==> src/rtl/dnc_pkg.sv <==
// Shared definitions for the DNC write-head input sequencer: FSM states,
// fill constants and scalar capture order.
package dnc_pkg;

  typedef enum logic [2:0] {
    IDLE   = 3'd0,
    K_LOAD = 3'd1,
    K_WAIT = 3'd2,
    E_LOAD = 3'd3,
    E_WAIT = 3'd4,
    V_LOAD = 3'd5,
    V_WAIT = 3'd6,
    S_LOAD = 3'd7
  } state_t;

  localparam logic [63:0] ZERO_CONTROL = '0;
  localparam logic [63:0] ONE_CONTROL  = 64'd1;
  localparam logic [63:0] ZERO_DATA    = '0;

  localparam logic [1:0] BETA_IDX = 2'd0;
  localparam logic [1:0] GA_IDX   = 2'd1;
  localparam logic [1:0] GW_IDX   = 2'd2;

  function automatic logic is_load(input state_t s);
    return (s == K_LOAD) || (s == E_LOAD) || (s == V_LOAD) || (s == S_LOAD);
  endfunction

endpackage

==> src/rtl/accelerator_vector_phase_counter.sv <==
// Element counter shared by the three vector phases and the scalar phase;
// o_last flags that the current count equals the phase limit.
module accelerator_vector_phase_counter
  import dnc_pkg::*;
#(
  parameter int unsigned CONTROL_SIZE = 64
) (
  input  logic                    i_clk,
  input  logic                    i_rst_n,
  input  logic                    i_clear,
  input  logic                    i_inc,
  input  logic [CONTROL_SIZE-1:0] i_limit,
  output logic [CONTROL_SIZE-1:0] o_count,
  output logic                    o_last
);

  logic [CONTROL_SIZE-1:0] r_count;

  always_ff @(posedge i_clk or negedge i_rst_n) begin
    if (!i_rst_n) begin
      r_count <= CONTROL_SIZE'(ZERO_CONTROL);
    end else if (i_clear) begin
      r_count <= CONTROL_SIZE'(ZERO_CONTROL);
    end else if (i_inc) begin
      r_count <= r_count + CONTROL_SIZE'(ONE_CONTROL);
    end
  end

  assign o_count = r_count;
  assign o_last  = (r_count == i_limit);

endmodule

==> src/rtl/accelerator_write_heads_sequencer.sv <==
// Demultiplexes one controller stream into the key, erase and write-vector
// units (W words each), then captures beta, ga and gw.
module accelerator_write_heads_sequencer
  import dnc_pkg::*;
#(
  parameter int unsigned DATA_SIZE    = 64,
  parameter int unsigned CONTROL_SIZE = 64
) (
  input  logic                 CLK,
  input  logic                 RST,
  input  logic                 START,
  output logic                 READY,
  input  logic [DATA_SIZE-1:0] SIZE_W_IN,
  input  logic                 DATA_IN_ENABLE,
  input  logic [DATA_SIZE-1:0] DATA_IN,
  output logic                 DATA_IN_READY,
  output logic [DATA_SIZE-1:0] DATA_OUT,
  output logic                 K_START,
  output logic                 E_START,
  output logic                 V_START,
  output logic                 K_IN_ENABLE,
  output logic                 E_IN_ENABLE,
  output logic                 V_IN_ENABLE,
  input  logic                 K_READY,
  input  logic                 E_READY,
  input  logic                 V_READY,
  output logic [DATA_SIZE-1:0] BETA_OUT,
  output logic [DATA_SIZE-1:0] GA_OUT,
  output logic [DATA_SIZE-1:0] GW_OUT,
  output logic                 SCALAR_OUT_ENABLE
);

  state_t r_state;
  state_t w_next_state;

  logic [DATA_SIZE-1:0]    r_size;
  logic [DATA_SIZE-1:0]    r_data_out;
  logic [DATA_SIZE-1:0]    r_beta;
  logic [DATA_SIZE-1:0]    r_ga;
  logic [DATA_SIZE-1:0]    r_gw;
  logic                    r_din_ready;
  logic                    r_ready;
  logic                    r_scalar_en;
  logic                    r_k_start;
  logic                    r_e_start;
  logic                    r_v_start;
  logic                    r_k_en;
  logic                    r_e_en;
  logic                    r_v_en;

  logic                    w_xfer;
  logic                    w_fwd;
  logic                    w_cnt_clear;
  logic                    w_cnt_inc;
  logic                    w_last;
  logic [CONTROL_SIZE-1:0] w_count;
  logic [CONTROL_SIZE-1:0] w_limit;
  logic                    w_k_start;
  logic                    w_e_start;
  logic                    w_v_start;
  logic                    w_ready;
  logic                    w_din_ready;

  assign w_xfer = DATA_IN_ENABLE & r_din_ready;
  assign w_fwd  = w_xfer & ((r_state == K_LOAD) | (r_state == E_LOAD) | (r_state == V_LOAD));

  // The scalar phase reuses the element counter with a fixed limit of GW_IDX.
  assign w_limit = (r_state == S_LOAD) ? CONTROL_SIZE'(GW_IDX)
                                       : CONTROL_SIZE'(r_size) - CONTROL_SIZE'(ONE_CONTROL);

  accelerator_vector_phase_counter #(
    .CONTROL_SIZE(CONTROL_SIZE)
  ) u_phase_counter (
    .i_clk  (CLK),
    .i_rst_n(RST),
    .i_clear(w_cnt_clear),
    .i_inc  (w_cnt_inc),
    .i_limit(w_limit),
    .o_count(w_count),
    .o_last (w_last)
  );

  always_ff @(posedge CLK or negedge RST) begin
    if (!RST) begin
      r_state <= IDLE;
    end else begin
      r_state <= w_next_state;
    end
  end

  always_comb begin
    w_next_state = r_state;
    w_cnt_clear  = 1'b0;
    w_cnt_inc    = 1'b0;
    w_k_start    = 1'b0;
    w_e_start    = 1'b0;
    w_v_start    = 1'b0;
    w_ready      = 1'b0;
    case (r_state)
      IDLE: begin
        if (START) begin
          w_cnt_clear = 1'b1;
          if (SIZE_W_IN == DATA_SIZE'(ZERO_DATA)) begin
            w_next_state = S_LOAD;
          end else begin
            w_next_state = K_LOAD;
            w_k_start    = 1'b1;
          end
        end
      end
      K_LOAD, E_LOAD, V_LOAD: begin
        if (w_xfer) begin
          if (w_last) begin
            w_cnt_clear = 1'b1;
            if (r_state == K_LOAD)      w_next_state = K_WAIT;
            else if (r_state == E_LOAD) w_next_state = E_WAIT;
            else                        w_next_state = V_WAIT;
          end else begin
            w_cnt_inc = 1'b1;
          end
        end
      end
      K_WAIT: begin
        if (K_READY) begin
          w_e_start    = 1'b1;
          w_next_state = E_LOAD;
        end
      end
      E_WAIT: begin
        if (E_READY) begin
          w_v_start    = 1'b1;
          w_next_state = V_LOAD;
        end
      end
      V_WAIT: begin
        if (V_READY) begin
          w_next_state = S_LOAD;
        end
      end
      S_LOAD: begin
        // READY is shown while still in S_LOAD so a START cannot collide with it.
        if (r_ready) begin
          w_next_state = IDLE;
        end else if (w_xfer) begin
          if (w_last) begin
            w_cnt_clear = 1'b1;
            w_ready     = 1'b1;
          end else begin
            w_cnt_inc = 1'b1;
          end
        end
      end
      default: w_next_state = IDLE;
    endcase
    w_din_ready = is_load(w_next_state) & ~w_ready;
  end

  always_ff @(posedge CLK or negedge RST) begin
    if (!RST) begin
      r_size      <= '0;
      r_data_out  <= '0;
      r_beta      <= '0;
      r_ga        <= '0;
      r_gw        <= '0;
      r_din_ready <= 1'b0;
      r_ready     <= 1'b0;
      r_scalar_en <= 1'b0;
      r_k_start   <= 1'b0;
      r_e_start   <= 1'b0;
      r_v_start   <= 1'b0;
      r_k_en      <= 1'b0;
      r_e_en      <= 1'b0;
      r_v_en      <= 1'b0;
    end else begin
      r_din_ready <= w_din_ready;
      r_ready     <= w_ready;
      r_scalar_en <= w_ready;
      r_k_start   <= w_k_start;
      r_e_start   <= w_e_start;
      r_v_start   <= w_v_start;
      r_k_en      <= w_fwd & (r_state == K_LOAD);
      r_e_en      <= w_fwd & (r_state == E_LOAD);
      r_v_en      <= w_fwd & (r_state == V_LOAD);
      if (w_fwd) begin
        r_data_out <= DATA_IN;
      end
      if (w_xfer && (r_state == S_LOAD)) begin
        if (w_count == CONTROL_SIZE'(BETA_IDX))    r_beta <= DATA_IN;
        else if (w_count == CONTROL_SIZE'(GA_IDX)) r_ga   <= DATA_IN;
        else                                       r_gw   <= DATA_IN;
      end
      if ((r_state == IDLE) && START) begin
        r_size <= SIZE_W_IN;
      end
    end
  end

  assign READY             = r_ready;
  assign DATA_IN_READY     = r_din_ready;
  assign DATA_OUT          = r_data_out;
  assign K_START           = r_k_start;
  assign E_START           = r_e_start;
  assign V_START           = r_v_start;
  assign K_IN_ENABLE       = r_k_en;
  assign E_IN_ENABLE       = r_e_en;
  assign V_IN_ENABLE       = r_v_en;
  assign BETA_OUT          = r_beta;
  assign GA_OUT            = r_ga;
  assign GW_OUT            = r_gw;
  assign SCALAR_OUT_ENABLE = r_scalar_en;

endmodule
==> config.mk <==
export PLATFORM = sky130hd
export DESIGN_NAME = accelerator_write_heads_sequencer
export DESIGN_NICKNAME = d
export VERILOG_FILES = /design/src/rtl/dnc_pkg.sv /design/src/rtl/accelerator_vector_phase_counter.sv /design/src/rtl/accelerator_write_heads_sequencer.sv
export SDC_FILE = /design/constraint.sdc
export NUM_CORES = 1
export LEC_CHECK = 0
export ABC_AREA = 1
export CORE_MARGIN = 2
export CORE_UTILIZATION = 27
export CTS_BUF_LIST = sky130_fd_sc_hd__clkbuf_8
export DETAILED_ROUTE_END_ITERATION = 12
export HOLD_SLACK_MARGIN = 0.06
export PLACE_DENSITY = 0.56
export SLEW_MARGIN = 5
export SYNTH_ARGS = -nofsm -noshare
export SYNTH_HDL_FRONTEND = slang
export SYNTH_SLANG_ARGS = --single-unit
==> constraint.sdc <==
create_clock -name CLK -period 3.3 [get_ports CLK]
set_input_delay 0.66 -clock CLK [delete_from_list [all_inputs] [get_ports CLK]]
set_output_delay 0.66 -clock CLK [all_outputs]
set_load 0.01 [all_outputs]
**Word level (Yosys, flattened, before mapping)**

Cells that the tools add are included.

- Word-level logic and storage cells: 85
- Bits of input ports: 135
- Output and inout port bits: 265
- Register bits after elaboration: 395

- Equal/unequal tests: 13
- Reduce and logical (&&, ||, !) cells: 13
- Muxes and demuxes: 31
- Bitwise gates (word level): 11
- $add $sub $neg: 2

Operators with widths:

| cell | count |
|---|---|
| two-way mux 64 bit | 3 |
| logical NOT 64 bit | 2 |
| adder 64 x 1 -> 64 bit (second input constant) | 1 |
| equality test 64 x 1 -> 1 bit (second input constant) | 1 |
| equality test 64 bit | 1 |
| subtractor 64 x 1 -> 64 bit (second input constant) | 1 |
| two-way mux 3 bit | 9 |
| equality test 3 bit (second input constant) | 6 |
| case mux 3 bit (6 select lines) | 1 |
| two-way mux 1 bit | 15 |
| equality test 3 x 2 -> 1 bit (second input constant) | 3 |
| bitwise AND 1 bit | 6 |
| equality test 3 x 1 -> 1 bit (second input constant) | 2 |
| AND reduction 3 bit | 2 |
| logical NOT 3 bit | 1 |
| logical OR 1 bit | 3 |
| NOT 1 bit | 3 |
| case mux 1 bit (3 select lines) | 1 |
| OR reduction 3 bit | 1 |
| logical AND 1 bit | 2 |
| two-way mux 2 bit | 1 |
| OR 1 bit | 2 |
| case mux 1 bit (2 select lines) | 1 |
| AND reduction 2 bit | 1 |
| nonzero test 2 bit | 1 |

**Depth between registers and ports, before layout**

- Depth in word-level cells: 11
- Depth in mapped cells: 22
- Depth with buffers taken out: 21

**By module**

Synthesis repeated with hierarchy kept, for this count alone.

- Cell total of the unflattened synthesis: 2682
- Area total of the unflattened synthesis: 19815.3 µm²

By module, submodules not included:

| module | seq. area each (µm²) | cells each | area each (µm²) | instances |
|---|---|---|---|---|
| accelerator_write_heads_sequencer | 8282.9 | 1924 | 15051.9 | 1 |
| accelerator_vector_phase_counter | 1601.5 | 758 | 4763.3 | 1 |

**Worst setup path after synthesis**

OpenSTA, ideal clock, no wires.

- Path type: register -> register
- Start: register r_size[0]
- End: register u_phase_counter.r_count[52] (netlist: u_phase_counter.o_count[52])
- Cell stages (with the launch flop): 19
- Buffers on the path: 1
- Setup slack: 0.657 ns
- Period minus slack after synthesis: 2.643 ns
- Data arrival time: 2.521 ns
- Data required time: 3.179 ns
- Library setup time: 0.121 ns
- Path through: dfrtp_1 -> inv_2 -> ha_1 -> nand3_2 -> nor2_4 -> nand2_2 -> nor2_4 -> nand2_1 -> nand2_1 -> nand3_1 -> nand2_1 -> nand2_1 -> nor3_1 -> nand3_1 -> nor2_2 -> nand3_1 -> nand3_2 -> buf_4 -> nor2_1

- Word-level cells in the longest chain between the ends: 8
- Elaborated cells between the ends (all ways): 13
- Those cells by class: 1 x add/sub; 1 x eq/ne; 10 x mux; 1 x reduce/logical

Ends and longest elaborated chain:

| item | line | source |
|---|---|---|
| from (decl) | accelerator_write_heads_sequencer.sv:36 | `logic [DATA_SIZE-1:0] r_size;` |
| from (signal assigned) | accelerator_write_heads_sequencer.sv:160 | `r_size <= '0;` |
| from (signal assigned) | accelerator_write_heads_sequencer.sv:193 | `r_size <= SIZE_W_IN;` |
| subtractor 64 x 1 -> 64 bit (*) | accelerator_write_heads_sequencer.sv:69 | `: CONTROL_SIZE'(r_size) - CONTROL_SIZE'(ONE_CONTROL);` |
| two-way mux 64 bit (*) | accelerator_write_heads_sequencer.sv:68 | `assign w_limit = (r_state == S_LOAD) ? CONTROL_SIZE'(GW_IDX)` |
| equality test 64 bit (*) | accelerator_vector_phase_counter.sv:30 | `assign o_last = (r_count == i_limit);` |
| two-way mux 1 bit | accelerator_write_heads_sequencer.sv:113, accelerator_write_heads_sequencer.sv:145 |  |
| two-way mux 1 bit | accelerator_write_heads_sequencer.sv:144 | `end else if (w_xfer) begin` |
| two-way mux 1 bit | accelerator_write_heads_sequencer.sv:142 | `if (r_ready) begin` |
| case mux 1 bit (3 select lines) or case mux 1 bit (2 select lines) (tied branches) | accelerator_write_heads_sequencer.sv:99 | `case (r_state)` |
| two-way mux 64 bit or nonzero test 2 bit (tied branches) | n/a |  |
| to (signal assigned) | accelerator_vector_phase_counter.sv:21 | `r_count <= CONTROL_SIZE'(ZERO_CONTROL);` |
| to (signal assigned) | accelerator_vector_phase_counter.sv:23 | `r_count <= CONTROL_SIZE'(ZERO_CONTROL);` |
| to (signal assigned) | accelerator_vector_phase_counter.sv:25 | `r_count <= r_count + CONTROL_SIZE'(ONE_CONTROL);` |
| to (decl) | accelerator_vector_phase_counter.sv:17 | `logic [CONTROL_SIZE-1:0] r_count;` |

Mark *: on every way between the ends. The rest lies on a longest branch, timed or not.
A chain may end at the register's enable or synchronous reset.

**Worst setup path after layout**

- Start: register r_size[28]
- End: register u_phase_counter.r_count[55] (netlist: u_phase_counter.o_count[55])

Same word-level chain as after synthesis.

==> reports/metrics.csv <==
stage,metric,value,unit
floorplan,num ports,400,
floorplan,core box area,75600,µm²
hold_path,Hold Path Sink,GA_OUT[22],
timing,maximum clock rate,308,MHz
worst_setup_path,worst reg2reg path startpoint,r_size[28],
pwr,Sw Share,40.2,%
yosys,Synth Area in Adders,0.244,%
yosys,Post-Synth XOR/XNOR Area,0.342,%
hold_path,HP Class,reg2reg,
yosys,synthesized flop and latch total,395,
finish,"non-filler cells, final",4315,
timing,RSZ-0062 raised after global routing,yes,
floorplan,initial core utilization,27.1,%
clock_network,root buf cell,clkbuf_8,
detailed_routing,DR pass1 iterations,6,
clock_network,CTS Sinks,395,
timing,Final Setup Violations,0,
yosys,most frequent cells after synthesis,"793 x nand2_1, 395 x dfrtp_1, 344 x nor2_1",
global_routing,total gr overflow,0,
yosys,post-synth top area share,48.2,%
yosys,Synth area leader,dfrtp_1,
floorplan,FP Rows,101,
pwr,Pleak,13.1,nW
worst_setup_path,CP Launch Type,flip-flop,
yosys,Mapped Cells,2777,
yosys,Synth Warn #,0,
worst_setup_path,crit path max fanout,6,
place,Placed Instances,4147,
job,MaxCap Viol Count,0,
place,Final HPWL DP,58400,µm
place,GPL Wtd Cong,0.942,
finish,final instance area,29100,µm²
finish,layout cell share with drive strength beyond 1,13.4,%
pwr,clock network power share,28.6,%
timing,Slew Limit Headroom,45.4,%
yosys,Main synth FF type,dfrtp_1,
global_routing,largest net degree at the start of global routing,129,
hold_path,hold path startpoint,GA_OUT[22],
yosys,Synth Area per Inst,7.38,µm²
yosys,asr flop ratio synth,100,%
yosys,cell with the most instances after synthesis,nand2_1,
global_routing,initial antenna violation count,2,
finish,Ant. Diodes,0,
timing,worst slew pin tran,0.816,ns
clock_network,worst skew pair latency,0.68,ns
timing,"Hold Violations, Final",0,
detailed_routing,wire per inst,18.5,µm
clock_network,CTS tree,yes,
detailed_routing,Final ANT Viol Nets,0,
finish,Area Growth Syn to Fin,41.9,%
worst_setup_path,Worst R2R Path Depth,19,
finish,Fillers,7909,
pwr,combinational share of power,33.7,%
clock_network,CTS Buffer Depth,3,
clock_network,Num CTS Buffers,77,
clock_network,Worst-path clk slew,0.06,ns
yosys,register area share after synthesis,48.2,%
worst_setup_path,CP endpoint kind,flip-flop,
yosys,main combinational cell family by area after synthesis,simple AND/OR/NAND/NOR gates,
floorplan,Die X,280,µm
timing,min cycle time layout,3.25,ns
finish,final net count,3419,
yosys,Synth area leaders,"dfrtp_1 48%, nand2_1 15%, o21ai_0 6.5%",
global_routing,first-pass GRT wire length,119000,µm
pwr,Pint,11.4,mW
timing,PnR worst setup slack,0.0547,ns
detailed_routing,via count,20500,
worst_setup_path,critical path required time,3.84,ns
timing,Clock Skew,0.0388,ns
clock_network,htree depth,3,
floorplan,full die area,78200,µm²
detailed_routing,post-DR vias/cell,4.74,
place,DP Area,26400,µm²
timing,"Period Utilization, post-route",98.3,%
pwr,PD cells,656,nW/µm²
pwr,Peak VDD IR,0.325,mV
hold_path,Worst Hold Depth,2,
detailed_routing,drt total wl,79700,µm
detailed_routing,drt initial violations,1479,
yosys,mux cell area share after synthesis,0.165,%
status,status,completed,
worst_setup_path,worst path arrival time,3.79,ns
pwr,Sw Pwr,7.67,mW
yosys,Synth Cell Area,20500,µm²
pwr,sequential share of power,37.7,%
detailed_routing,Post-route DRC,0,
yosys,Synth Area in Simple Gates,35.3,%
worst_setup_path,CP Class,reg2reg,
floorplan,die height,280,µm
global_routing,vias in the first global route,20100,
place,# port buffers,399,
timing,Final Max Tran Viols,0,
place,Post-Place Worst Slack,-0.138,ns
yosys,Synth cell types,37,
worst_setup_path,"setup slack, reg-to-reg",0.05,ns
worst_setup_path,reg2reg end,u_phase_counter.o_count[55],
yosys,"Net Count, Synth",2916,
yosys,Compound-Gate Fraction of Synth Area,8.48,%
yosys,"EDFF count, synth",0,
global_routing,GRT Resource Usage Total,19.6,%
[routing by layer]
| metal | vias to the layer above | part of all wire (%) | GRT usage [%] |
|---|---|---|---|
| met5 | - | 0.016 | 0 |
| met1 | 9490 | 43 | 25.5 |
| li1 | 10100 | - | - |
| met3 | 145 | 8.5 | 5.86 |
| met2 | 737 | 46 | 31.2 |
| met4 | 2 | 3.1 | 6.47 |
[worst max-delay path by stage]
stage                           from                          end
after detailed placement   r_size[1]   u_phase_counter.o_count[2]
final                     r_size[28]  u_phase_counter.o_count[55]
after floorplan            r_size[0]  u_phase_counter.o_count[52]
after CTS                  r_size[1]   u_phase_counter.o_count[2]
after global placement     r_size[1]   u_phase_counter.o_count[0]
after global routing       r_size[8]  u_phase_counter.o_count[29]
[logic make-up after synthesis]
family,after synthesis
AO/OA/AOI/OAI,345
AND/OR/NAND/NOR,1644
XOR/XNOR,8
adder cells (fa/ha/maj),4
buffers and inverters,378
multiplexers,3
flip-flops,395
[flip-flops by register name, summed over array words and instances, names as in the netlist, 3 cells and up]
name,cells
u_phase_counter.o_count,64
GA_OUT,64
GW_OUT,64
DATA_OUT,64
r_size,64
r_state,3
BETA_OUT,64
[timing repair]
| action | in CTS | in global routing |
|---|---|---|
| hold endpoints to repair | 56 | 0 |
| setup buffers | 1 | 13 |
| pin swaps | 2 | 44 |
| resized for setup | 4 | 138 |
| endpoints found under the setup margin | 64 | 68 |
| hold buffers | 1 | 0 |
| cloned | 0 | 17 |
[critical path, stage by stage, from the launching register on]
cell	delay, ns
dfrtp_1	0.45
nor2_1	0.18
nand2_1	0.13
nor2_2	0.20
nand2_1	0.13
nor2_4	0.22
buf_4	0.15
nand2_1	0.04
nand2_1	0.12
nand3_1	0.08
nand2_1	0.08
nand3_1	0.10
nor2_1	0.15
nand3_1	0.16
nor2_4	0.14
buf_6	0.16
nand3_4	0.12
nand3_4	0.22
clkbuf_16	0.23
nor2_4	0.03
[cell type report]
class | instances | area [µm²] | area share [%]
well taps | 978 | 1220 | 4.21
multi-input cells | 2006 | 9700 | 33.4
clock inverters | 40 | 379 | 1.30
repair buffers | 541 | 5600 | 19.3
inverters | 259 | 976 | 3.35
flip-flops and latches | 395 | 9890 | 34.0
clock buffers | 96 | 1320 | 4.54
[metrics by stage]
stage                     hold slack (ns)  power [mW]  util, %  setup TNS [ns]
after floorplan                     0.364        10.4        -               0
after detailed placement            0.473        13.2     34.9           -7.19
final                               0.482        19.1     38.5               0
after global placement              0.464        13.2     34.9           -5.88
after global routing                0.502        20.3     38.5           -3.41
after CTS                           0.486        18.8     37.2               0
[layout by cell type (no fill, tap or decap), drive strengths merged, types with 5 or more instances in the layout]
cell	n
dfrtp	395
clkbuf	106
nand3	215
nor3	42
nand3b	5
xor2	8
buf	132
and2	5
a21oi	65
clkdlybuf4s50	398
nor4	43
nand2	805
bufinv	5
nand4	134
o21ai	275
clkinv	16
inv	277
nor2	388
[power by group through the flow]
stage	registers (mW)	logic, mW	clock network (mW)
4_1_cts	7.10	6.08	5.62
3_3_place_gp	7.16	6.04	0
6_report	7.20	6.43	5.45
2_1_floorplan	6.88	3.48	0
5_1_grt	7.32	7.20	5.83
3_5_place_dp	7.15	6.05	0
Note: power is estimated with default switching activity, not from simulation.
